===== config.mk =====
export PLATFORM = sky130hd
export DESIGN_NAME = audio_pwm_env
export DESIGN_NICKNAME = d
export VERILOG_FILES = /design/src/rtl/audio_pwm_env.sv
export SDC_FILE = /design/constraint.sdc
export NUM_CORES = 1
export LEC_CHECK = 0
export CAP_MARGIN = 20
export CELL_PAD_IN_SITES_DETAIL_PLACEMENT = 0
export CELL_PAD_IN_SITES_GLOBAL_PLACEMENT = 1
export CORE_UTILIZATION = 47
export CTS_CLUSTER_DIAMETER = 120
export DETAILED_ROUTE_END_ITERATION = 10
export PLACE_DENSITY = 0.77
export SLEW_MARGIN = 20
export SYNTH_ARGS = -nofsm -noshare
export SYNTH_HDL_FRONTEND = slang
export SYNTH_SLANG_ARGS = --single-unit
export TNS_END_PERCENT = 50

===== constraint.sdc =====
create_clock -name clk -period 3.25 [get_ports clk]
set_clock_uncertainty 0.05 [all_clocks]
set_input_delay 0.325 -clock clk [delete_from_list [all_inputs] [get_ports clk]]
set_output_delay 0.325 -clock clk [all_outputs]
set_load 0.005 [all_outputs]

===== src/rtl/audio_pwm_env.sv =====
// audio_pwm_env: 8-bit PWM audio output whose duty is the synchronized
// 4-bit waveform sample scaled by a 4-bit attack/sustain/release envelope.
// Duty is latched once per 256-cycle PWM period, so envelope steps never
// disturb a period that is already in progress.
module audio_pwm_env #(
  parameter int unsigned ENV_DIV = 50000
) (
  input  logic       clk,
  input  logic       rst,
  input  logic [3:0] sample,
  input  logic       gate,
  output logic       pwm_out,
  output logic [3:0] level,
  output logic       busy,
  output logic       period_start
);

  typedef enum logic [1:0] {
    IDLE,
    ATTACK,
    SUSTAIN,
    RELEASE
  } env_state_e;

  // Divider terminal count; 20 bits covers the largest legal ENV_DIV.
  localparam logic [19:0] DIV_LAST = 20'(ENV_DIV - 1);

  logic [3:0]  sample_m_q;
  logic [3:0]  sample_s_q;
  logic        gate_m_q;
  logic        gate_s_q;

  logic [7:0]  cnt_q;
  logic [7:0]  cnt_d;
  logic [7:0]  duty_q;
  logic [7:0]  duty_d;
  logic        pwm_q;
  logic        pwm_d;
  logic [19:0] div_q;
  logic [19:0] div_d;
  logic        period_end;
  logic        tick;

  env_state_e  state_q;
  logic [3:0]  level_q;

  // Next-state logic for the PWM counter, duty latch, compare and envelope divider.
  always_comb begin
    period_end = (cnt_q == 8'hFF);
    cnt_d      = cnt_q + 8'd1;
    duty_d     = duty_q;
    if (period_end) begin
      duty_d = {4'd0, sample_s_q} * {4'd0, level_q};
    end
    pwm_d = (cnt_q < duty_q);
    tick  = (div_q == DIV_LAST);
    div_d = tick ? 20'd0 : div_q + 20'd1;
  end

  // Input synchronizers, PWM counter, duty latch, registered PWM compare and divider.
  always_ff @(posedge clk) begin
    if (rst) begin
      sample_m_q <= '0;
      sample_s_q <= '0;
      gate_m_q   <= 1'b0;
      gate_s_q   <= 1'b0;
      cnt_q      <= '0;
      duty_q     <= '0;
      pwm_q      <= 1'b0;
      div_q      <= '0;
    end else begin
      sample_m_q <= sample;
      sample_s_q <= sample_m_q;
      gate_m_q   <= gate;
      gate_s_q   <= gate_m_q;
      cnt_q      <= cnt_d;
      duty_q     <= duty_d;
      pwm_q      <= pwm_d;
      div_q      <= div_d;
    end
  end

  // Envelope FSM: a gate-driven transition wins over a coincident tick,
  // and the level saturates at 0 and 15 instead of wrapping.
  always_ff @(posedge clk) begin
    if (rst) begin
      state_q <= IDLE;
      level_q <= '0;
    end else begin
      case (state_q)
        IDLE: begin
          level_q <= '0;
          if (gate_s_q) begin
            state_q <= ATTACK;
          end
        end
        ATTACK: begin
          if (!gate_s_q) begin
            state_q <= RELEASE;
          end else if (tick) begin
            if (level_q == 4'd15) begin
              state_q <= SUSTAIN;
            end else begin
              level_q <= level_q + 4'd1;
              if (level_q == 4'd14) begin
                state_q <= SUSTAIN;
              end
            end
          end
        end
        SUSTAIN: begin
          level_q <= 4'd15;
          if (!gate_s_q) begin
            state_q <= RELEASE;
          end
        end
        RELEASE: begin
          if (gate_s_q) begin
            state_q <= ATTACK;
          end else if (tick) begin
            if (level_q == 4'd0) begin
              state_q <= IDLE;
            end else begin
              level_q <= level_q - 4'd1;
              if (level_q == 4'd1) begin
                state_q <= IDLE;
              end
            end
          end
        end
        default: begin
          state_q <= IDLE;
          level_q <= '0;
        end
      endcase
    end
  end

  assign pwm_out      = pwm_q;
  assign level        = level_q;
  assign busy         = (state_q != IDLE);
  assign period_start = period_end & ~rst;

endmodule

==> results.json, run 1 <==
{
  "antenna_found_initial": 0,
  "synth_flop_cell": "dfxtp_1",
  "syn_avg_cell_area_um2": 9.21,
  "worstPathMaxFanout": 4,
  "crit_family": "adder cells",
  "row_count": 28,
  "vdd_ir_drop_max_v": 0.000290,
  "synth_edf_count": 0,
  "areaGrowthSynthToFinish_pct": 9.33,
  "antenna_cells": 0,
  "tns_ps": 0,
  "path_cells": "nand2_1, fa_1, inv_1, fa_1, ha_1, a211oi_1, o21bai_1, a21oi_1, or4_1, o311ai_0",
  "synth_area_um2": 3030,
  "cts_tree": "yes",
  "setup.worst_path.end_class": "flip-flop",
  "syn_nets": 370,
  "post_cts_resized": 0,
  "setup_viol": 0,
  "post_drt_wl_per_cell_um": 12.7,
  "min_delay_path_depth": 1,
  "max_stage_delay_ps": 530,
  "via_count": 2214,
  "first_pass_iters": 4,
  "reg2reg_from": "sample_s_q[0]",
  "drt-total-wl_um": 5300,
  "grt_max_degree": 41,
  "maxCapViolCount": 0,
  "synth_cell_types": 56,
  "synth_top_area_share_pct": 35.0,
  "whs_endpoint": "gate_s_q",
  "cp.required_ps": 3360,
  "cp_data_arrival_time_ps": 3000,
  "setup_ws_ps": 355,
  "dpl_cell_area_um2": 3210,
  "clock_latency_ps": 300,
  "layout_commonest_cell": "dfxtp_1",
  "pre_cts_slack_ps": 322,
  "die_h_um": 82.3,
  "overflow": 0,
  "start_util_pct": 50.0,
  "layout-drive-gt1-share_pct": 7.60,
  "ant_nets": 0,
  "worstSetupStartpointType": "flip-flop",
  "grt_pass1_wl_um": 8790,
  "post_cts_buffers": 0,
  "htreeDepth": 2,
  "die_x_um": 82.3,
  "power_density_nw_per_um2": 437,
  "p_leak_nw": 1.34,
  "tightest_slew_ps": 400,
  "grt_pass1_vias": 2043,
  "r2r-end": "duty_q[7]",
  "final_cell_mix": "dfxtp_1, nor2_1, ha_1",
  "period_share_pct": 89.1,
  "boundaryPins": 14,
  "whs_ps": 398,
  "ys_ff_latch": 53,
  "crit_top_cell": "fa_1",
  "clockRootBuffer": "clkbuf_8",
  "grt_setup_unrepaired": "false",
  "status": "finished, final reports clean",
  "criticalPathCategory": "flip-flop to flip-flop",
  "drv_slew": 0,
  "synth_top_area_cell": "dfxtp_1",
  "synth_area_leaders": "dfxtp_1, ha_1, xor2_1, nor2_1, nand2_1",
  "clkTransAtPathRegs_ps": 90,
  "design_area_um2": 3310,
  "vias_per_cell": 5.31,
  "slew_headroom_pct": 73.2,
  "dpl.cell_count": 410,
  "dieArea_um2": 6770,
  "ff2ff_path_depth": 10,
  "port_buffers": 13,
  "fmax_ghz": 0.345,
  "timing_hold_violations_final": 0,
  "drc": 0,
  "period_needed_ps": 2890,
  "holdBufCountCts": 0,
  "core_area_um2": 6060,
  "fin_cells": 417,
  "crit_buf_inv": 1,
  "yosysSeqAreaShare_pct": 35.0,
  "synthCells": 329,
  "cts_made_buffers": 5,
  "regToRegSetupSlack_ps": 360,
  "grt_usage_pct": 16.7,
  "clkSinkCount": 53,
  "dp_hpwl_um": 3930,
  "hp-start": "gate_m_q",
  "ys_async_sr_fraction_pct": 0,
  "drt_iter0_markers": 48,
  "gp_congestion": 0.818,
  "yosysWarnings": 0,
  "cts_max_path_buffers": 2,
  "layout.nets": 383,
  "hold_class": "flip-flop to flip-flop",
  "critPathSlowestCell": "fa_1"
}
-- stage by stage --
step	power [mW]	util (%)
2_1_floorplan	0.932	-
3_3_place_gp	1.02	52.9
3_5_place_dp	1.02	52.9
4_1_cts	1.47	54.7
5_1_grt	1.53	54.7
6_report	1.45	54.7
-- Yosys cell counts (all sizes together) (8+ instances only) --
cell type,number
inv,18
dfxtp,53
nor2,36
nand3,15
a21oi,15
and2,13
nand2,24
nand4,8
nor2b,12
ha,30
xor2,18
xnor2,8
-- registers in the layout, indices dropped and copies added, names as in the netlist --
| signal | count |
|---|---|
| state_q | 2 |
| div_q | 20 |
| level | 4 |
| gate_m_q | 1 |
| pwm_out | 1 |
| sample_s_q | 4 |
| cnt_q | 8 |
| gate_s_q | 1 |
| duty_q | 8 |
| sample_m_q | 4 |
-- per-layer routing --
| layer | part of all wire, % | up-vias | GRT usage [%] |
|---|---|---|---|
| li1 | - | 1170 | - |
| met3 | 2.4 | 2 | 3.19 |
| met4 | 0.38 | 0 | 3.68 |
| met2 | 48 | 23 | 29.3 |
| met5 | 0 | - | 0 |
| met1 | 50 | 1019 | 20.9 |
-- power by group --
part           internal (mW)  leakage [nW]  switching (mW)
registers              0.677         0.431          0.0251
logic                  0.142         0.853           0.162
clock network          0.228        0.0546           0.214
-- worst register-to-register path, delay by kind of cell, from the launching register on --
| family | cells | cell delay [ps] |
|---|---|---|
| buffers and inverters | 1 | 50 |
| AOI/OAI and AO/OA | 4 | 690 |
| adders and majority gates | 3 | 1380 |
| and+or+nand+nor | 2 | 210 |
| DFF | 1 | 360 |
-- how the worst max path moves through the flow --
stage / start / end / slack [ps] / cells after the start
detailed placement: sample_s_q[0] / duty_q[7] / 320 / 10
CTS: sample_s_q[0] / duty_q[7] / 310 / 10
global route: sample_s_q[0] / duty_q[7] / 150 / 10
floorplan: level[3] / duty_q[7] / 320 / 11
finish: sample_s_q[0] / duty_q[7] / 360 / 10
global placement: sample_s_q[0] / duty_q[7] / 390 / 10
-- area by class of cell --
type / count / area (µm²)
clock buffers: 5 / 68.8
fillers: 595 / 2750
flip-flops and latches: 53 / 1060
inverters: 18 / 67.6
well taps: 75 / 93.8
repair buffers: 18 / 168
multi-input cells: 246 / 1820
clock inverters: 2 / 38.8
-- logic make-up (layout without fill, tap and decap cells) --
| group | Yosys count | count (layout) | synth area share (%) |
|---|---|---|---|
| flops | 53 | 53 | 35.0 |
| compound gates | 54 | 54 | 12.9 |
| fa+ha+maj | 34 | 34 | 15.0 |
| simple gates | 131 | 131 | 24.2 |
| buf+inv | 30 | 43 | 5.08 |
| xor+xnor | 26 | 26 | 7.51 |
| mux | 1 | 1 | 0.330 |
Note: power is estimated with default switching activity, not from simulation.
==> run 2: changes to the inputs <==
--- a/config.mk
+++ b/config.mk
@@ -5,6 +5,7 @@
 export SDC_FILE = /design/constraint.sdc
 export NUM_CORES = 1
 export LEC_CHECK = 0
+export ABC_CLOCK_PERIOD_IN_PS = 3250
 export CAP_MARGIN = 20
 export CELL_PAD_IN_SITES_DETAIL_PLACEMENT = 0
 export CELL_PAD_IN_SITES_GLOBAL_PLACEMENT = 1
==> results of run 2 <==
Final layout, timing and power as in run 1 (identical DEF).
==> run 3: changes to the inputs <==
--- a/config.mk
+++ b/config.mk
@@ -12,6 +12,7 @@
 export CORE_UTILIZATION = 47
 export CTS_CLUSTER_DIAMETER = 120
 export DETAILED_ROUTE_END_ITERATION = 10
+export GPL_ROUTABILITY_DRIVEN = 1
 export PLACE_DENSITY = 0.77
 export SLEW_MARGIN = 20
 export SYNTH_ARGS = -nofsm -noshare
==> results of run 3 <==
Final layout, timing and power as in run 1 (identical DEF).
